### config.mk
export PLATFORM = sky130hd
export DESIGN_NAME = count_check
export DESIGN_NICKNAME = d
export VERILOG_FILES = /design/src/rtl/count_check_pkg.sv /design/src/rtl/ready_throttle.sv /design/src/rtl/count_check.sv
export SDC_FILE = /design/constraint.sdc
export NUM_CORES = 1
export LEC_CHECK = 0
export CORE_UTILIZATION = 30
export CTS_CLUSTER_DIAMETER = 120
export DETAILED_ROUTE_END_ITERATION = 7
export DONT_BUFFER_PORTS = 1
export GPL_ROUTABILITY_DRIVEN = 0
export REMOVE_ABC_BUFFERS = 1
export SLEW_MARGIN = 30
export SYNTH_ARGS = -nofsm -noshare
export SYNTH_HDL_FRONTEND = slang
export SYNTH_SLANG_ARGS = --single-unit
### constraint.sdc
create_clock -name clk -period 4.4 [get_ports clk]
set_clock_uncertainty 0.1 [all_clocks]
set_input_delay 0.44 -clock clk [delete_from_list [all_inputs] [get_ports clk]]
set_output_delay 0.44 -clock clk [all_outputs]
set_load 0.05 [all_outputs]
### src/rtl/count_check_pkg.sv
// rtl/count_check_pkg.sv - shared types and defaults for the packet count checker
package count_check_pkg;

  localparam int unsigned DATA_WIDTH_DEF = 32;
  localparam int unsigned CNT_WIDTH_DEF  = 16;
  localparam int unsigned STALL_W        = 4;

  typedef enum logic [1:0] {
    ST_IDLE = 2'd0,
    ST_RUN  = 2'd1,
    ST_DONE = 2'd2
  } state_e;

endpackage

### src/rtl/ready_throttle.sv
// rtl/ready_throttle.sv - registered stream ready with a post-accept stall window
// run is the next-state view of RUN so ready lines up with the FSM register.
module ready_throttle
  import count_check_pkg::*;
(
  input  logic               clk,
  input  logic               reset,
  input  logic               run,
  input  logic               accept,
  input  logic [STALL_W-1:0] stall_cycles,
  output logic               ready
);

  logic [STALL_W-1:0] stall_q, stall_d;
  logic               ready_q, ready_d;

  always_comb begin
    stall_d = stall_q;
    if (!run) begin
      stall_d = '0;
    end else if (accept) begin
      stall_d = stall_cycles;
    end else if (stall_q != '0) begin
      stall_d = stall_q - STALL_W'(1);
    end
    // ready returns on the cycle after the window counts down to zero
    ready_d = run && (stall_d == '0);
  end

  always_ff @(posedge clk) begin
    if (reset) begin
      stall_q <= '0;
      ready_q <= 1'b0;
    end else begin
      stall_q <= stall_d;
      ready_q <= ready_d;
    end
  end

  assign ready = ready_q;

endmodule

### src/rtl/count_check.sv
// rtl/count_check.sv - checks an incrementing 1..count_up_to packet stream
// and keeps saturating beat, packet and error statistics.
module count_check
  import count_check_pkg::*;
#(
  parameter int unsigned DataWidth = DATA_WIDTH_DEF,
  parameter int unsigned CntWidth  = CNT_WIDTH_DEF
) (
  input  logic                 clk,
  input  logic                 reset,
  input  logic                 enable,
  input  logic [31:0]          count_up_to,
  input  logic [CntWidth-1:0]  num_pkts,
  input  logic [STALL_W-1:0]   stall_cycles,
  output logic                 readReq,
  input  logic [DataWidth-1:0] readData,
  input  logic                 readDataValid,
  output logic                 readDataReady,
  input  logic                 readDataLast,
  output logic [CntWidth-1:0]  pkt_count,
  output logic [CntWidth-1:0]  beat_count,
  output logic [CntWidth-1:0]  err_count,
  output logic                 error,
  output logic [DataWidth-1:0] err_data,
  output logic                 done
);

  state_e               state_q, state_d;
  logic                 ready;
  logic                 accept;
  logic [DataWidth-1:0] target;
  logic                 mismatch, early_last, missing_last, beat_err;

  logic [DataWidth-1:0] expected_q, expected_d;
  logic [CntWidth-1:0]  pkt_q, pkt_d;
  logic [CntWidth-1:0]  beat_q, beat_d;
  logic [CntWidth-1:0]  errc_q, errc_d;
  logic                 error_q, error_d;
  logic [DataWidth-1:0] err_data_q, err_data_d;

  function automatic logic [CntWidth-1:0] sat_inc(input logic [CntWidth-1:0] v);
    return (&v) ? v : v + CntWidth'(1);
  endfunction

  assign accept = readDataValid && ready;
  assign target = DataWidth'(count_up_to);

  assign mismatch     = readData != expected_q;
  assign early_last   = readDataLast && (readData != target);
  assign missing_last = !readDataLast && (readData == target);
  assign beat_err     = mismatch || early_last || missing_last;

  always_comb begin
    expected_d = expected_q;
    pkt_d      = pkt_q;
    beat_d     = beat_q;
    errc_d     = errc_q;
    error_d    = error_q;
    err_data_d = err_data_q;
    if (accept) begin
      beat_d = sat_inc(beat_q);
      // readData+1 both continues a clean run and resyncs after a mismatch
      expected_d = readDataLast ? DataWidth'(1) : readData + DataWidth'(1);
      if (readDataLast) begin
        pkt_d = sat_inc(pkt_q);
      end
      if (beat_err) begin
        errc_d     = sat_inc(errc_q);
        error_d    = 1'b1;
        err_data_d = readData;
      end
    end
  end

  always_comb begin
    state_d = state_q;
    case (state_q)
      ST_IDLE: if (enable) state_d = ST_RUN;
      ST_RUN: begin
        if (!enable) begin
          state_d = ST_IDLE;
        end else if ((num_pkts != '0) && (pkt_d >= num_pkts)) begin
          state_d = ST_DONE;
        end
      end
      ST_DONE: if (!enable) state_d = ST_IDLE;
      default: state_d = ST_IDLE;
    endcase
  end

  ready_throttle u_ready_throttle (
    .clk          (clk),
    .reset        (reset),
    .run          (state_d == ST_RUN),
    .accept       (accept),
    .stall_cycles (stall_cycles),
    .ready        (ready)
  );

  always_ff @(posedge clk) begin
    if (reset) begin
      state_q    <= ST_IDLE;
      expected_q <= DataWidth'(1);
      pkt_q      <= '0;
      beat_q     <= '0;
      errc_q     <= '0;
      error_q    <= 1'b0;
      err_data_q <= '0;
    end else begin
      state_q    <= state_d;
      expected_q <= expected_d;
      pkt_q      <= pkt_d;
      beat_q     <= beat_d;
      errc_q     <= errc_d;
      error_q    <= error_d;
      err_data_q <= err_data_d;
    end
  end

  assign readReq       = (state_q == ST_RUN);
  assign done          = (state_q == ST_DONE);
  assign readDataReady = ready;
  assign pkt_count     = pkt_q;
  assign beat_count    = beat_q;
  assign err_count     = errc_q;
  assign error         = error_q;
  assign err_data      = err_data_q;

endmodule
==> summary.md, run 1 <==
| Metric | Value |
|---|---|
| Status | `completed` |
| Total half-perimeter wirelength after legalization and detailed placement | `13800 µm` |
| Setup violations, final | `0` |
| Maximum resistive drop on vdd | `0.235 mV` |
| Total Routed Length | `roughly 19000 µm` |
| Critical path start-end classification | `flip-flop to flip-flop` |
| Buffer depth of the longest clock path | `2` |
| Hold Crit Depth | `2` |
| Final worst setup slack | `~460 ps` |
| Routed Antenna Nets | `0` |
| Reported net switching power | `~1.1 mW` |
| Commonest cells after routing, fill and taps aside | `sky130_fd_sc_hd__dfxtp_1, sky130_fd_sc_hd__nor2_1, sky130_fd_sc_hd__xnor2_1, sky130_fd_sc_hd__nand2_1, sky130_fd_sc_hd__nand4_1` |
| Via count of the first global-routing pass | `between 5000 and 6000` |
| R2r worst-path depth | `14` |
| Initial antenna violation count | `0` |
| Total non-filler cell area in the finished layout | `7620 µm²` |
| Hold Fails Final Rpt | `0` |
| Chip Height | `152 µm` |
| Min Clock Period, post-route | `slightly below 4000 ps` |
| Max cap viols | `0` |
| Global route overflow | `0` |
| Buffers on Ports | `0` |
| Leak Pwr | `between 2 and 3 nW` |
| FMAX | `about 250 MHz` |
| Total setup buffers inserted after CTS | `0` |
| Post-Syn Area per Cell | `slightly below 9 µm²` |
| Sequential Power Share | `0.443` |
| Layout cells sized above 1 | `0.0929` |
| Synthesis-stage register bit count | `120` |
| Core Box Area | `about 22000 µm²` |
| Drt first-iter violations | `around 170` |
| Area of the die | `approximately 23000 µm²` |
| Net total in the final layout | `~880` |
| Number of resized instances in the post-cts repair step | `0` |
| Arrival time reported for the critical path endpoint | `~4200 ps` |
| Final core utilization | `0.348` |
| Number of buffers inserted during clock tree synthesis | `17` |
| Hold path start | `readData[21]` |
| Total routing usage reported by global routing | `0.169` |
| Global-route wire length before repair | `approximately 29000 µm` |
| Ports placed on the boundary | `between 150 and 200` |
| Worst Max-Slew Pin Slew | `between 900 and 1000 ps` |
| Reg2reg end | `u_ready_throttle.stall_q[0]` |
| Starting density of the core | `0.307` |
| Router iterations before antenna repair | `4` |
| Pwr Density | `440 nW/µm²` |
| Via-to-Cell Ratio | `~5.1` |
| Total number of vias | `5406` |
| Maximum number of pins on one net before global-route repair | `88` |
| Sinks on the clock net | `between 100 and 150` |
| Placed cell area | `around 7000 µm²` |
| Clock input transition at the sequential cells of the worst setup and hold paths | `approximately 60 ps` |
| Clock latency of the later-clocked register in the worst-skew pair | `between 400 and 500 ps` |
| Count of placed standard cells including taps | `approximately 1000` |
| Setup repair after global routing missed its margin | `no` |
| Post-synth design cell area | `6730 µm²` |
| Max H-tree Level | `4` |
| Synth cell types | `52` |
| Type of element capturing the critical path | `flip-flop` |
| Reg-to-reg startpoint | `pkt_count[3]` |
| Cell Rows | `54` |
| Seq/Total Area, Yosys | `0.357` |
| Async set-or-reset flop fraction in the synthesized netlist | `0` |
| Diodes inserted | `0` |
| Logic pwr share | `0.141` |
| Most common cell after layout, fill and taps aside | `sky130_fd_sc_hd__dfxtp_1` |
| Primary flip-flop cell chosen by synthesis mapping | `sky130_fd_sc_hd__dfxtp_1` |
| Setup_tns | `0 ps` |
| Post-route non-filler standard cell count | `1066` |
| Worst slew margin relative to its limit | `0.383` |
| Pre-CTS setup slack | `approximately 550 ps` |
| Net switching fraction of the power | `0.318` |
| Number of pins exceeding their max-slew limit in the final report | `0` |
| Slack of the worst reg-to-reg path | `around 460 ps` |
| Number of design rule violations left after detail routing | `0` |
| Min-Delay Path Class | `input pin to flip-flop` |
| Synth warn | `0` |
| Hold endpoint | `err_data[21]` |
| Clock tree from TritonCTS | `yes` |
| Library cell used as clock root buffer | `sky130_fd_sc_hd__clkbuf_16` |
| Critical path startpoint category | `flip-flop` |
| Count of flip-flops with a built-in enable after synthesis | `0` |
| Data required time of the worst path | `4620 ps` |
| Largest driver fanout on the critical path | `7` |
| Period utilisation layout | `0.895` |
| X dimension of the die | `around 150 µm` |
| P_int | `around 2.3 mW` |
| Synthesized instance count | `just under 800` |
| Routed length per instance | `between 15 and 20 µm` |
| Growth of design area from synthesis to finish | `13.3%` |
| Hold buffers post-CTS | `2` |
| Clock share of power | `0.416` |
-- sequential cells by signal, indices dropped and copies added (netlist names) --
name / cells
pkt_count: 16
u_ready_throttle.stall_q: 4
error: 1
err_data: 32
err_count: 16
u_ready_throttle.ready: 1
beat_count: 16
state_q: 2
expected_q: 32
-- layout make-up --
cell class | instances | area, µm²
well taps | 280 | 350
multi-input cells | 584 | 3970
flip-flops and latches | 120 | 2400
clock inverters | 10 | 119
fillers | 2282 | 14300
clock buffers | 22 | 474
inverters | 24 | 90.1
repair buffers | 26 | 218
-- per-stage QoR --
step / hold WS (ps) / total power [mW]
floorplan: 338 / 1.85
global placement: 348 / 1.96
detailed placement: 360 / 1.96
CTS: 48.7 / 3.40
global route: 53.3 / 3.52
finish: 66.1 / 3.35
-- power by group through the flow --
stage | combinational [mW] | sequential (mW) | clock [mW]
floorplan | 0.354 | 1.50 | 0
global placement | 0.449 | 1.51 | 0
detailed placement | 0.454 | 1.51 | 0
CTS | 0.476 | 1.49 | 1.44
global route | 0.532 | 1.50 | 1.49
finish | 0.473 | 1.48 | 1.39
-- worst max-delay path, stage by stage (launching register included) --
cell,delay (ps)
sky130_fd_sc_hd__dfxtp_1,650
sky130_fd_sc_hd__and3_1,290
sky130_fd_sc_hd__and4_1,310
sky130_fd_sc_hd__a31oi_2,130
sky130_fd_sc_hd__nand4_1,180
sky130_fd_sc_hd__nor2_1,70
sky130_fd_sc_hd__xor2_1,200
sky130_fd_sc_hd__ha_1,280
sky130_fd_sc_hd__a21o_1,160
sky130_fd_sc_hd__a21o_1,170
sky130_fd_sc_hd__a21o_1,170
sky130_fd_sc_hd__a211oi_1,250
sky130_fd_sc_hd__o21bai_1,120
sky130_fd_sc_hd__a221o_1,460
sky130_fd_sc_hd__a221oi_1,300
-- worst max-delay path by stage --
| stage | to | startpoint | slack [ps] |
|---|---|---|---|
| floorplan | err_count[0] | u_ready_throttle.ready | -590 |
| global placement | u_ready_throttle.stall_q[1] | pkt_count[3] | 610 |
| detailed placement | u_ready_throttle.stall_q[0] | pkt_count[3] | 550 |
| CTS | u_ready_throttle.stall_q[1] | pkt_count[3] | 530 |
| global route | u_ready_throttle.stall_q[1] | pkt_count[3] | 230 |
| finish | u_ready_throttle.stall_q[0] | pkt_count[3] | 460 |
-- kinds of logic after synthesis --
logic type | Yosys count | synth area share
adders and majority gates | 21 | 0.0390
muxes | 42 | 0.0638
and+or+nand+nor | 309 | 0.234
DFF | 120 | 0.357
buffers and inverters | 74 | 0.0552
xor gates and xnor gates | 122 | 0.161
AOI/OAI and AO/OA | 90 | 0.0902
-- metal layers --
layer	vias to the layer above	part of all wire	global-route usage
li1	2688	-	-
met1	2527	0.43	0.207
met2	160	0.46	0.263
met3	31	0.079	0.0530
met4	0	0.030	0.0861
met5	-	0	0
-- cells in the mapped netlist (10+ instances only) --
library cell / instances / area, µm²
sky130_fd_sc_hd__dfxtp_1: 120 / 2400
sky130_fd_sc_hd__or3_1: 12 / 75.1
sky130_fd_sc_hd__xnor2_1: 100 / 876
sky130_fd_sc_hd__ha_1: 21 / 263
sky130_fd_sc_hd__nand4_1: 40 / 250
sky130_fd_sc_hd__xor2_1: 20 / 175
sky130_fd_sc_hd__inv_1: 24 / 90.1
sky130_fd_sc_hd__and3_1: 12 / 75.1
sky130_fd_sc_hd__buf_2: 14 / 70.1
sky130_fd_sc_hd__mux2i_1: 35 / 350
sky130_fd_sc_hd__nor2_1: 106 / 398
sky130_fd_sc_hd__a22oi_1: 22 / 165
sky130_fd_sc_hd__o21ai_0: 18 / 90.1
sky130_fd_sc_hd__and2_1: 13 / 81.3
sky130_fd_sc_hd__nand2_1: 47 / 176
sky130_fd_sc_hd__nor2b_1: 10 / 62.6
sky130_fd_sc_hd__a21oi_1: 20 / 100
sky130_fd_sc_hd__nand3_1: 25 / 125
sky130_fd_sc_hd__clkbuf_1: 21 / 78.8
sky130_fd_sc_hd__and4_1: 10 / 87.6
Power figures use the tool's default switching activity.
==> inputs of run 2 (changes only) <==
--- a/config.mk
+++ b/config.mk
@@ -7,6 +7,7 @@
 export LEC_CHECK = 0
 export CORE_UTILIZATION = 30
 export CTS_CLUSTER_DIAMETER = 120
+export CTS_CLUSTER_SIZE = 25
 export DETAILED_ROUTE_END_ITERATION = 7
 export DONT_BUFFER_PORTS = 1
 export GPL_ROUTABILITY_DRIVEN = 0
==> constraint.sdc (replaced) <==
create_clock -name clk -period 4.4 [get_ports clk]
set_clock_uncertainty 0.1 [all_clocks]
set_input_delay 0.44 -clock clk [delete_from_list [all_inputs] [get_ports clk]]
set_output_delay 0.44 -clock clk [all_outputs]
set_load 0.1 [all_outputs]
==> summary.md, run 2 (same netlist as run 1, synthesis figures left out) <==
| Metric | Value |
|---|---|
| Net total in the final layout | `910` |
| Clock input transition at the sequential cells of the worst setup and hold paths | `70 ps` |
| Global-route wire length before repair | `between 20000 and 30000 µm` |
| Routed length per instance | `between 15 and 20 µm` |
| Sequential Power Share | `0.458` |
| Critical path start-end classification | `flip-flop to flip-flop` |
| Global route overflow | `0` |
| Data required time of the worst path | `around 4600 ps` |
| Final core utilization | `0.360` |
| Clock share of power | `0.399` |
| Min-Delay Path Class | `input pin to flip-flop` |
| Pwr Density | `approximately 470 nW/µm²` |
| Total buffers and inverters traversed by the critical path | `0` |
| Drt first-iter violations | `around 300` |
| Hold Fails Final Rpt | `0` |
| Largest driver fanout on the critical path | `7` |
| Setup violations, final | `0` |
| Clock latency of the later-clocked register in the worst-skew pair | `approximately 420 ps` |
| Number of design rule violations left after detail routing | `0` |
| FMAX | `approximately 260 MHz` |
| Period utilisation layout | `0.886` |
| Total half-perimeter wirelength after legalization and detailed placement | `13900 µm` |
| Count of placed standard cells including taps | `roughly 1100` |
| Slack of the worst reg-to-reg path | `between 500 and 600 ps` |
| Total routing usage reported by global routing | `0.169` |
| Total setup buffers inserted after CTS | `0` |
| Reported net switching power | `approximately 1.4 mW` |
| Sinks on the clock net | `120` |
| Hold path start | `readData[12]` |
| Critical-path top delay cell | `sky130_fd_sc_hd__dfxtp_2` |
| P_int | `between 2 and 2.5 mW` |
| Maximum resistive drop on vdd | `slightly above 0.4 mV` |
| Fill cell count | `about 2200` |
| Number of logic stages on the critical path including buffering | `14` |
| Min Clock Period, post-route | `3900 ps` |
| Via count of the first global-routing pass | `between 5000 and 6000` |
| Hold Crit Depth | `2` |
| Hold endpoint | `err_data[12]` |
| Layout cells sized above 1 | `0.135` |
| Total number of vias | `5532` |
| Worst slack on hold paths | `approximately 61 ps` |
| Post-route non-filler standard cell count | `~1100` |
| X dimension of the die | `between 150 and 200 µm` |
| Via-to-Cell Ratio | `5.06` |
| Cell Rows | `between 50 and 60` |
| Number of pins exceeding their max-slew limit in the final report | `0` |
| Buffers on Ports | `0` |
| Setup_tns | `0 ps` |
| Worst Max-Slew Pin Slew | `between 1000 and 1500 ps` |
| Area of the die | `between 20000 and 25000 µm²` |
| Total Routed Length | `roughly 19000 µm` |
| Maximum number of pins on one net before global-route repair | `86` |
| Max H-tree Level | `4` |
| Clock tree from TritonCTS | `yes` |
| Type of element capturing the critical path | `flip-flop` |
| Most common cell after layout, fill and taps aside | `sky130_fd_sc_hd__dfxtp_1` |
| Net switching fraction of the power | `0.368` |
| Buffer depth of the longest clock path | `2` |
| Starting density of the core | `0.307` |
| Reg-to-reg startpoint | `pkt_count[3]` |
| Growth of design area from synthesis to finish | `17.1%` |
| Total non-filler cell area in the finished layout | `between 7000 and 8000 µm²` |
| Arrival time reported for the critical path endpoint | `about 4100 ps` |
| Reg2reg end | `u_ready_throttle.stall_q[0]` |
| Routed Antenna Nets | `0` |
| Placed cell area | `7210 µm²` |
| Number of buffers inserted during clock tree synthesis | `17` |
| Status | `completed` |
| Leak Pwr | `3.11 nW` |
| Most frequent cell on the critical path | `sky130_fd_sc_hd__a21o_1` |
| Critical path startpoint category | `flip-flop` |
| Worst slew margin relative to its limit | `0.320` |
| Router iterations before antenna repair | `5` |
| Ports placed on the boundary | `between 150 and 200` |
| Commonest cells after routing, fill and taps aside | `sky130_fd_sc_hd__dfxtp_1, sky130_fd_sc_hd__nor2_1, sky130_fd_sc_hd__xnor2_1, sky130_fd_sc_hd__buf_4, sky130_fd_sc_hd__nand2_1` |
| Chip Height | `around 150 µm` |
| Library cell used as clock root buffer | `sky130_fd_sc_hd__clkbuf_16` |
| Ordered cell list for the critical path | `and3_1, and4_1, a31oi_2, nand4_1, nor2_1, xor2_1, ha_1, a21o_1, a21o_1, a21o_1, a211oi_1, o21bai_1, a221o_1, a221oi_1` |
| Delay of the slowest cell on the worst path | `670 ps` |
| Core Box Area | `~22000 µm²` |
| Initial antenna violation count | `0` |
| Logic pwr share | `0.143` |
| R2r worst-path depth | `14` |
| Max cap viols | `0` |
| Cell family with most CP delay | `compound AO/OA/AOI/OAI gates` |
| Setup repair after global routing missed its margin | `no` |
run 2: worst max-delay path by stage:
stage	from	end	slack, ps
after floorplan	u_ready_throttle.ready	err_count[0]	-860
after global placement	pkt_count[3]	u_ready_throttle.stall_q[1]	270
after detailed placement	pkt_count[3]	u_ready_throttle.stall_q[1]	200
after CTS	pkt_count[3]	u_ready_throttle.stall_q[1]	180
after global routing	pkt_count[3]	u_ready_throttle.stall_q[0]	280
final	pkt_count[3]	u_ready_throttle.stall_q[0]	500
run 2: cell type report:
class | count | area (µm²) | share of cell area
Tap cell | 280 | 350 | 0.0445
Clock buffer | 19 | 453 | 0.0575
Inverter | 24 | 90.1 | 0.0114
Antenna cell | 1 | 2.50 | 0.000318
Sequential cell | 120 | 2410 | 0.306
Timing Repair Buffer | 53 | 420 | 0.0534
Clock inverter | 13 | 168 | 0.0213
Multi-Input combinational cell | 584 | 3980 | 0.505
run 2: repair_timing:
item,in CTS,in global routing
gates resized for setup,0,1
endpoints found under the setup margin,0,4
hold buffers,2,0
hold endpoints to repair,85,0
run 2: per-layer routing:
metal / vias to the layer above / track usage / part of all wire
met5: - / 0 / 0
met4: 0 / 0.0733 / 0.026
met3: 28 / 0.0596 / 0.082
met2: 179 / 0.272 / 0.46
met1: 2578 / 0.203 / 0.43
li1: 2747 / - / -
run 2: stage by stage:
| step | total power, mW | setup WS (ps) |
|---|---|---|
| CTS | 3.74 | 178 |
| detailed placement | 2.23 | 197 |
| global placement | 2.22 | 265 |
| finish | 3.70 | 502 |
| global route | 3.85 | 283 |
| floorplan | 2.11 | -860 |
run 2: worst reg2reg max path, cell delays in order, from the launching register on:
cell and delay, ps:
sky130_fd_sc_hd__dfxtp_2 670, sky130_fd_sc_hd__and3_1 290, sky130_fd_sc_hd__and4_1 310, sky130_fd_sc_hd__a31oi_2 130
sky130_fd_sc_hd__nand4_1 170, sky130_fd_sc_hd__nor2_1 80, sky130_fd_sc_hd__xor2_1 150, sky130_fd_sc_hd__ha_1 310
sky130_fd_sc_hd__a21o_1 160, sky130_fd_sc_hd__a21o_1 170, sky130_fd_sc_hd__a21o_1 170, sky130_fd_sc_hd__a211oi_1 230
sky130_fd_sc_hd__o21bai_1 100, sky130_fd_sc_hd__a221o_1 450, sky130_fd_sc_hd__a221oi_1 310
run 2: power groups by stage:
stage                     combinational, mW  sequential (mW)  clock, mW
after floorplan                       0.357             1.76          0
after global placement                0.507             1.71          0
after detailed placement              0.515             1.72          0
after CTS                             0.537             1.69       1.51
after global routing                  0.585             1.71       1.56
final                                 0.531             1.69       1.48
